### src/rtl/printf_serializer_pkg.sv
// Shared printf message types and header helper for the printf serializer path.
// A header word carries id [31:16], payload word count [15:8] and sequence [7:0].
package printf_pkg;

  localparam int PRINTF_ID_WIDTH   = 16;
  localparam int PRINTF_DATA_WIDTH = 128;
  localparam int PRINTF_WORD_WIDTH = 32;
  localparam int PRINTF_NWORDS     = PRINTF_DATA_WIDTH / PRINTF_WORD_WIDTH;

  localparam int HDR_ID_LSB    = 16;
  localparam int HDR_COUNT_LSB = 8;
  localparam int HDR_SEQ_LSB   = 0;

  typedef struct packed {
    logic [PRINTF_ID_WIDTH-1:0]   id;
    logic [PRINTF_DATA_WIDTH-1:0] payload;
  } printf_msg_t;

  function automatic logic [PRINTF_WORD_WIDTH-1:0] make_header(
    input logic [PRINTF_ID_WIDTH-1:0] id,
    input logic [7:0]                 count,
    input logic [7:0]                 seq
  );
    logic [PRINTF_WORD_WIDTH-1:0] hdr;
    hdr = '0;
    hdr[HDR_ID_LSB +: PRINTF_ID_WIDTH] = id;
    hdr[HDR_COUNT_LSB +: 8]            = count;
    hdr[HDR_SEQ_LSB +: 8]              = seq;
    return hdr;
  endfunction

endpackage

### src/rtl/printf_serializer_if.sv
// Message-in / word-out handshake bundle of the printf serializer.
// master is the producer/consumer environment, slave is the serializer itself.
interface printf_serializer_if;
  import printf_pkg::*;

  logic                         enq_ena;
  printf_msg_t                  enq_v;
  logic                         enq_rdy;
  logic                         out_ena;
  logic [PRINTF_WORD_WIDTH-1:0] out_v;
  logic                         out_rdy;
  logic                         busy;

  modport master (
    output enq_ena, enq_v, out_rdy,
    input  enq_rdy, out_ena, out_v, busy
  );

  modport slave (
    input  enq_ena, enq_v, out_rdy,
    output enq_rdy, out_ena, out_v, busy
  );

endinterface

### src/rtl/printf_serializer.sv
// Holds one {id, payload} message and emits it as a header word followed by
// NWORDS payload words, lsb word first, accepting the next message on the last word.
module printf_serializer
  import printf_pkg::*;
(
  input  logic                CLK,
  input  logic                RST,
  printf_serializer_if.slave  bus
);

  localparam logic [2:0] LAST_IDX  = 3'(PRINTF_NWORDS);
  localparam logic [7:0] HDR_COUNT = 8'(PRINTF_NWORDS);

  printf_msg_t                  msg_r;
  logic                         valid_r;
  logic [2:0]                   idx_r;
  logic [7:0]                   seq_r;

  logic                         enq_rdy_s;
  logic                         enq_take_s;
  logic                         out_take_s;
  logic                         last_take_s;
  logic [PRINTF_WORD_WIDTH-1:0] words_s [PRINTF_NWORDS];
  logic [PRINTF_WORD_WIDTH-1:0] pay_word_s;
  logic [PRINTF_WORD_WIDTH-1:0] out_word_s;

  for (genvar g = 0; g < PRINTF_NWORDS; g++) begin : g_words
    assign words_s[g] = msg_r.payload[g*PRINTF_WORD_WIDTH +: PRINTF_WORD_WIDTH];
  end

  // Handshake qualifiers; the last payload word frees the slot in the same cycle.
  always_comb begin
    out_take_s  = valid_r && bus.out_rdy;
    last_take_s = out_take_s && (idx_r == LAST_IDX);
    enq_rdy_s   = !valid_r || ((idx_r == LAST_IDX) && bus.out_rdy);
    enq_take_s  = bus.enq_ena && enq_rdy_s;
  end

  // Output word select: header at idx 0, payload word idx-1 otherwise.
  always_comb begin
    pay_word_s = '0;
    for (int k = 0; k < PRINTF_NWORDS; k++) begin
      pay_word_s = pay_word_s | ((idx_r == 3'(k + 1)) ? words_s[k] : '0);
    end
    out_word_s = (idx_r == 3'd0) ? make_header(msg_r.id, HDR_COUNT, seq_r) : pay_word_s;
  end

  // Message slot, word index and sequence counter.
  always_ff @(posedge CLK) begin
    if (RST) begin
      msg_r   <= '0;
      valid_r <= 1'b0;
      idx_r   <= 3'd0;
      seq_r   <= 8'd0;
    end else begin
      if (enq_take_s) begin
        msg_r   <= bus.enq_v;
        valid_r <= 1'b1;
        idx_r   <= 3'd0;
      end else if (last_take_s) begin
        valid_r <= 1'b0;
        idx_r   <= 3'd0;
      end else if (out_take_s) begin
        idx_r   <= idx_r + 3'd1;
      end else begin
        idx_r   <= idx_r;
      end
      if (last_take_s) begin
        seq_r <= seq_r + 8'd1;
      end else begin
        seq_r <= seq_r;
      end
    end
  end

  assign bus.enq_rdy = enq_rdy_s;
  assign bus.out_ena = valid_r;
  assign bus.out_v   = out_word_s;
  assign bus.busy    = valid_r;

endmodule

### src/flat_wrapper.sv
// flat-port wrapper written by rule: the top's interface ports become plain ports
module printf_serializer_flat import printf_pkg::*;
  (CLK, RST, bus_enq_ena, bus_enq_v, bus_out_rdy, bus_enq_rdy, bus_out_ena, bus_out_v, bus_busy);
  printf_serializer_if bus_i ();
  input  logic CLK;
  input  logic RST;
  input wire logic [$bits(bus_i.enq_ena)-1:0] bus_enq_ena;
  input wire logic [$bits(bus_i.enq_v)-1:0] bus_enq_v;
  input wire logic [$bits(bus_i.out_rdy)-1:0] bus_out_rdy;
  output wire logic [$bits(bus_i.enq_rdy)-1:0] bus_enq_rdy;
  output wire logic [$bits(bus_i.out_ena)-1:0] bus_out_ena;
  output wire logic [$bits(bus_i.out_v)-1:0] bus_out_v;
  output wire logic [$bits(bus_i.busy)-1:0] bus_busy;
  assign bus_i.enq_ena = bus_enq_ena;
  assign bus_i.enq_v = bus_enq_v;
  assign bus_i.out_rdy = bus_out_rdy;
  assign bus_enq_rdy = bus_i.enq_rdy;
  assign bus_out_ena = bus_i.out_ena;
  assign bus_out_v = bus_i.out_v;
  assign bus_busy = bus_i.busy;
  printf_serializer u_core (.CLK(CLK), .RST(RST), .bus(bus_i));
endmodule
### config.mk
export PLATFORM = sky130hd
export DESIGN_NAME = printf_serializer_flat
export DESIGN_NICKNAME = d
export VERILOG_FILES = /design/src/rtl/printf_serializer_pkg.sv /design/src/rtl/printf_serializer_if.sv /design/src/rtl/printf_serializer.sv /design/src/flat_wrapper.sv
export SDC_FILE = /design/constraint.sdc
export NUM_CORES = 1
export LEC_CHECK = 0
export CAP_MARGIN = 10
export CORE_MARGIN = 8
export CORE_UTILIZATION = 25
export DETAILED_ROUTE_END_ITERATION = 16
export PLACE_DENSITY = 0.49
export SLEW_MARGIN = 20
export SYNTH_ARGS = -nofsm -noshare
export SYNTH_HDL_FRONTEND = slang
export SYNTH_SLANG_ARGS = --single-unit
export TNS_END_PERCENT = 20
### constraint.sdc
create_clock -name CLK -period 2.1 [get_ports CLK]
set_clock_uncertainty 0.15 [all_clocks]
set_input_delay 0.315 -clock CLK [delete_from_list [all_inputs] [get_ports CLK]]
set_output_delay 0.315 -clock CLK [all_outputs]
set_load 0.01 [all_outputs]
==> impl_metrics.json <==
{
  "overflow": 0,
  "place_area_sq_mm": 0.0105,
  "violations": "negative setup slack",
  "yosys_warnings": 0,
  "die_w_microns": 195,
  "gr-usage-met2": 0.209,
  "die_height_microns": 195,
  "hold_path_class": "input port to flip-flop",
  "clkPwrFrac": 0.424,
  "place_inst": 1424,
  "worstSetupEndpointType": "output port",
  "antenna_found_initial": 2,
  "slew_headroom": 0.646,
  "p_sw_uw": 2010,
  "nFillCells": 3182,
  "syn_area_per_cell_sq_um": 9.31,
  "netSwitchingFraction": 0.251,
  "grtUsageMet1": 0.205,
  "area_delta_synth_final_pct": 45.7,
  "hold_violations": 0,
  "worstMarginPinSlew_ps": 531,
  "rsz0062_at_grt": "true",
  "synth_top_area_share": 0.389,
  "status": "complete, but fails checks",
  "synth_edf_count": 0,
  "drcViolationCount": 0,
  "clkTransAtPathRegs_ps": 70,
  "drtIter0Drc": 560,
  "tritoncts": "done",
  "final_common_cell": "nand2b_1",
  "routed_via_density": 4.47,
  "p_per_area_mw_per_mm2": 683,
  "dr.pass1.iters": 9,
  "crit_type": "flip-flop to output port",
  "worst_ir_drop_vdd_v": 0.000541,
  "cts_made_buffers": 17,
  "route.vias.total": 6657,
  "max_cap_viol_count": 0,
  "p_leak_uw": 0.00469,
  "io_buffers": 182,
  "drt-total-wl_mm": 28.4,
  "ant_nets": 0,
  "coreArea_sq_mm": 0.0316,
  "fin_nets": 1227,
  "rows": 65,
  "pre_cts_ws_ps": -661,
  "synth_top_area_cell": "dfxtp_1",
  "drive_above_1_share": 0.156,
  "htreeDepth": 4,
  "comb_power_share": 0.169,
  "finalWeightedCongestion": 0.770,
  "final_cell_count_no_fill": 1489,
  "synthArstFlopShare": 0,
  "fin_area_sq_mm": 0.0117,
  "cts_sinks": 156,
  "layout_common_cells": "nand2b_1, dfxtp_1, clkdlybuf4s50_1",
  "wire_per_inst_microns": 19.1,
  "ys_seq_elements": 156,
  "synth-seq-area-share": 0.389,
  "max_freq_mhz": 379,
  "cts-root-buf": "clkbuf_16",
  "drv_slew": 0,
  "synth_area_leaders": "dfxtp_1, nand2b_1, mux2i_1",
  "seqPwrFrac": 0.407,
  "mappedNetlistArea_sq_mm": 0.00804,
  "finalWorstSetupSlack_ps": -541,
  "grt_pass1_wl_mm": 41.8,
  "setup_viol": 186,
  "grt_util_all_layers": 0.141,
  "cp.arrival_ps": 2180,
  "crit_path_max_fanout": 7,
  "io_pins": 183,
  "synth.distinct_cells": 31,
  "worstSkewPairLatency_ps": 420,
  "fin_crit_ps": 2640,
  "utilization": 0.370,
  "post-dp-hpwl_mm": 19.3,
  "initial_utilization": 0.254,
  "cp.required_ps": 1630,
  "met3_usage": 0.0292,
  "intPower_uw": 5990,
  "grt_pass1_vias": 6773,
  "die_area_sq_mm": 0.0381,
  "synth_flop_cell": "dfxtp_1",
  "grt.busiest_layer": "met2",
  "grt_max_degree": 65,
  "synth_nets": 1017,
  "fin_crit_sh": 1.26,
  "cp-start-kind": "flip-flop",
  "synth_cells": 863,
  "cts_max_path_buffers": 2
}
## synthesized netlist by cell type, types with 2 or more instances
cell type,instances
nand2b_1,289
or4_1,3
nor2_1,28
ha_1,6
clkbuf_1,48
nand2_1,36
o21ai_0,4
a222oi_1,31
buf_4,4
dfxtp_1,156
or3_1,3
o31ai_1,3
buf_6,15
nor2b_1,2
inv_1,4
mux2i_1,147
buf_2,6
nand3_1,3
a21oi_1,39
a21o_1,24
nor4_1,2
## critical path: stages, from the launching register on
cell and delay, ps:
dfxtp_2 340, buf_6 120, ha_4 160, ha_4 170, buf_6 140, buf_6 130
a222oi_1 400, a21oi_1 130, buf_2 160
## state kept, by name, indices dropped and copies added (netlist names)
| name | flops |
|---|---|
| u_core.bus.busy | 1 |
| u_core.msg_r | 144 |
| u_core.idx_r | 3 |
| u_core.seq_r | 8 |
## through the flow
stage | setup TNS [ps] | total power [uW] | hold WS [ps]
after floorplan | 0 | 3940 | 282
after global placement | -30170 | 4590 | 308
after detailed placement | -35690 | 4580 | 310
after CTS | -17450 | 8000 | 289
after global routing | -52920 | 8320 | 297
final | -36470 | 8000 | 296
## per-layer routing
metal	wire, microns	vias up
met2	12300	141
met3	1140	14
li1	-	3354
met4	333	2
met1	14700	3146
met5	13	-
## logic make-up (layout without fill, tap and decap cells)
logic type      count (synthesis)  in the layout  share of synthesized area
mux                           147            147                      0.183
compound gates                104            104                     0.0940
xor+xnor                        2              2                    0.00218
fa+ha+maj                       6              6                    0.00934
other cells                     0              1                          0
buf+inv                        77            298                     0.0528
simple gates                  371            373                      0.270
flops                         156            156                      0.389
## worst paths after layout
path	startpoint	end	slack, ps	cells past startpoint
max	u_core.idx_r[0]	bus_out_v[25]	-540	8
max reg2reg	u_core.idx_r[1]	u_core.msg_r[133]	-200	13
min	RST	u_core.msg_r[130]	300	3
min reg2reg	u_core.msg_r[116]	u_core.msg_r[116]	320	2
## what timing repair did
action / in CTS / in global routing
cloned: 5 / 7
resized for setup: 172 / 20
setup endpoints to repair: 186 / 185
hold buffers: 0 / 0
buffers inserted: 12 / 9
pin swaps: 48 / 15
## area by class of cell
type / instances / area (sq um) / share of cell area
clock inverters: 13 / 186 / 0.0159
clock buffers: 19 / 453 / 0.0387
well taps: 402 / 503 / 0.0429
flip-flops and latches: 156 / 3130 / 0.267
diodes: 1 / 2.50 / 0.000214
multi-input cells: 632 / 4630 / 0.395
inverters: 4 / 17.5 / 0.00150
repair buffers: 262 / 2790 / 0.238
## power groups by stage
stage	combinational, uW	sequential [uW]	clock [uW]
floorplan	665	3270	0
finish	1350	3260	3390
detailed placement	1270	3320	0
global route	1460	3270	3590
global placement	1260	3330	0
CTS	1280	3250	3470
No activity file was read; power rests on OpenSTA's default activity.
==> patch (same settings) <==
`PRINTF_WORD_WIDTH`: 32 -> 64.
--- a/src/rtl/printf_serializer_pkg.sv
+++ b/src/rtl/printf_serializer_pkg.sv
@@ -5,5 +5,5 @@
   localparam int PRINTF_ID_WIDTH   = 16;
   localparam int PRINTF_DATA_WIDTH = 128;
-  localparam int PRINTF_WORD_WIDTH = 32;
+  localparam int PRINTF_WORD_WIDTH = 64;
   localparam int PRINTF_NWORDS     = PRINTF_DATA_WIDTH / PRINTF_WORD_WIDTH;
 
Interface: changed (resized bus_out_v); port bits go from 183 to 215. The function was not compared with the original's and may differ.
==> patch against the unedited design <==
  * Wire length is 10% lower
  * Worst hold slack worse by 0.18 ns
  * Combinational power shrank 14%
  * Area after synthesis down 0.53%
  * Design area is 2.8% higher
  * Power grew 0.50%
  * Count of clock-buffer cells in the layout down 1
  * Fmax grew 10%
  * The run still ends with negative setup slack left
  * Utilization grew 1.1 points
  * Sequential cell count unchanged
  * Worst setup slack better by 0.25 ns
  * Clock power is 6.8% higher
  * Synthesized cell count grew 0.93%
==> patch: results (changes against the unedited design) <==
----------------------------------------------------
[Timing]
  Worst slew margin relative to its limit ... 0.7618 (was 0.6458)
  Worst path setup slack after routing ... -0.2904 ns (was -0.5411 ns)
  Number of failing setup endpoints in the final timing report ... 64 (was 186)
  Total negative setup slack ... -15.01 ns (was -36.47 ns)

[Route]
  Met3 Wirelength ... 1.794 mm (was 1.136 mm)
  Metal-1 WL ... 11.79 mm (was 14.67 mm)
  Total length of routed wires ... 25.49 mm (was 28.41 mm)
  DR iter-0 viols ... 239 (was 560)
  Metal2 WL ... 11.65 mm (was 12.25 mm)
  Average detailed-routed wire length per instance ... 16.82 um (was 19.08 um)

[Setup path]
  Delay contributed by the slowest stage of the critical path ... 0.33 ns (was 0.40 ns)
  Slowest cell on the critical path ... sky130_fd_sc_hd__dfxtp_2 (was sky130_fd_sc_hd__a222oi_1)
  Biggest fanout along the worst timing path ... 9 (was 7)

[GRT]
  Total GRT Usage ... 0.1340 (was 0.1412)
  Number of global-route vias before repair ... 7123 (was 6773)
  Number of antenna violations at the first check in global routing ... 4 (was 2)

[Run status]
  Status ... finished with violations (unchanged)
  Violated checks ... negative setup slack (unchanged)

[Finish]
  Fraction of layout instances using a drive strength above 1 ... 0.2149 (was 0.1556)
  Final-stage net count ... 1253 (was 1227)

[Synth]
  Top cell types by occurrence after synthesis ... sky130_fd_sc_hd__nand2b_1 (288), sky130_fd_sc_hd__dfxtp_1 (156), sky130_fd_sc_hd__mux2i_1 (146) (was sky130_fd_sc_hd__nand2b_1 (289), sky130_fd_sc_hd__dfxtp_1 (156), sky130_fd_sc_hd__mux2i_1 (147))
  Syn Nets ... 1024 (was 1017)
  Leading cell types by total area after synthesis ... sky130_fd_sc_hd__dfxtp_1 (39%), sky130_fd_sc_hd__nand2b_1 (23%), sky130_fd_sc_hd__mux2i_1 (18%), sky130_fd_sc_hd__a22oi_1 (5.8%), sky130_fd_sc_hd__nor2_1 (2.2%) (was sky130_fd_sc_hd__dfxtp_1 (39%), sky130_fd_sc_hd__nand2b_1 (22%), sky130_fd_sc_hd__mux2i_1 (18%), sky130_fd_sc_hd__a222oi_1 (3.9%), sky130_fd_sc_hd__a21oi_1 (2.4%))

[Placement]
  Weighted congestion reported at the end of routability-driven placement ... 0.7346 (was 0.7703)
  Post-Place Worst Slack ... -0.4074 ns (was -0.6615 ns)
  Number of buffers added on ports ... 214 (was 182)
  HPWL reported at the end of detailed placement ... 18.14 mm (was 19.28 mm)
  Total placed instance area ... 11030 um^2 (was 10540 um^2)

[Power and ir drop]
  IR drop worst, VDD ... 0.4916 mV (was 0.5412 mV)
  Power density over cell area ... 667.6 nW/um^2 (was 682.9 nW/um^2)
  Leak ... 4.574 nW (was 4.691 nW)

----------------------------------------------------
==> patch: cell count changes after synthesis, moves of 18 or more <==
cell,delta
sky130_fd_sc_hd__a222oi_1,-31
sky130_fd_sc_hd__o21ai_0,+22
sky130_fd_sc_hd__a21oi_1,-33
sky130_fd_sc_hd__nor2_1,+18
sky130_fd_sc_hd__a22oi_1,+61
sky130_fd_sc_hd__a21o_1,-24
==> patch: area by class of cell <==
| cell class | count | area, um^2 |
|---|---|---|
| Inverter | 4 | 15.01 |
| Clock inverter | 13 | 236.5 |
| Clock buffer | 18 | 439.2 |
| Fill cell | 3192 | 19510 |
| Antenna cell | 1 | 2.502 |
| Sequential cell | 156 | 3129 |
| Multi-Input combinational cell | 636 | 4778 |
| Timing Repair Buffer | 285 | 2938 |
| Tap cell | 402 | 503.0 |
==> patch: logic make-up after synthesis <==
group / Yosys count / synth area share
buffers and inverters: 79 / 0.05305
AO/OA/AOI/OAI: 100 / 0.08482
XOR/XNOR: 1 / 0.001096
adder cells (fa/ha/maj): 5 / 0.007825
AND/OR/NAND/NOR: 382 / 0.2770
flip-flops: 156 / 0.3906
multiplexers: 148 / 0.1856
==> patch: path summary, 6_finish.rpt <==
| path | from | endpoint | slack [ns] | cells past startpoint |
|---|---|---|---|---|
| setup / recovery | u_core.idx_r[0] | bus_out_v[48] | -0.29 | 9 |
| hold / removal | RST | u_core.bus.busy | 0.12 | 2 |
| setup reg to reg | u_core.idx_r[0] | u_core.seq_r[7] | 0.16 | 7 |
| hold reg to reg | u_core.msg_r[73] | u_core.msg_r[73] | 0.32 | 2 |
==> patch: repair_timing <==
action / in CTS / in global routing
gates resized for setup: 352 / 28
cloned: 6 / 2
pin swaps: 25 / 15
buffers inserted: 5 / 3
setup endpoints to repair: 67 / 65
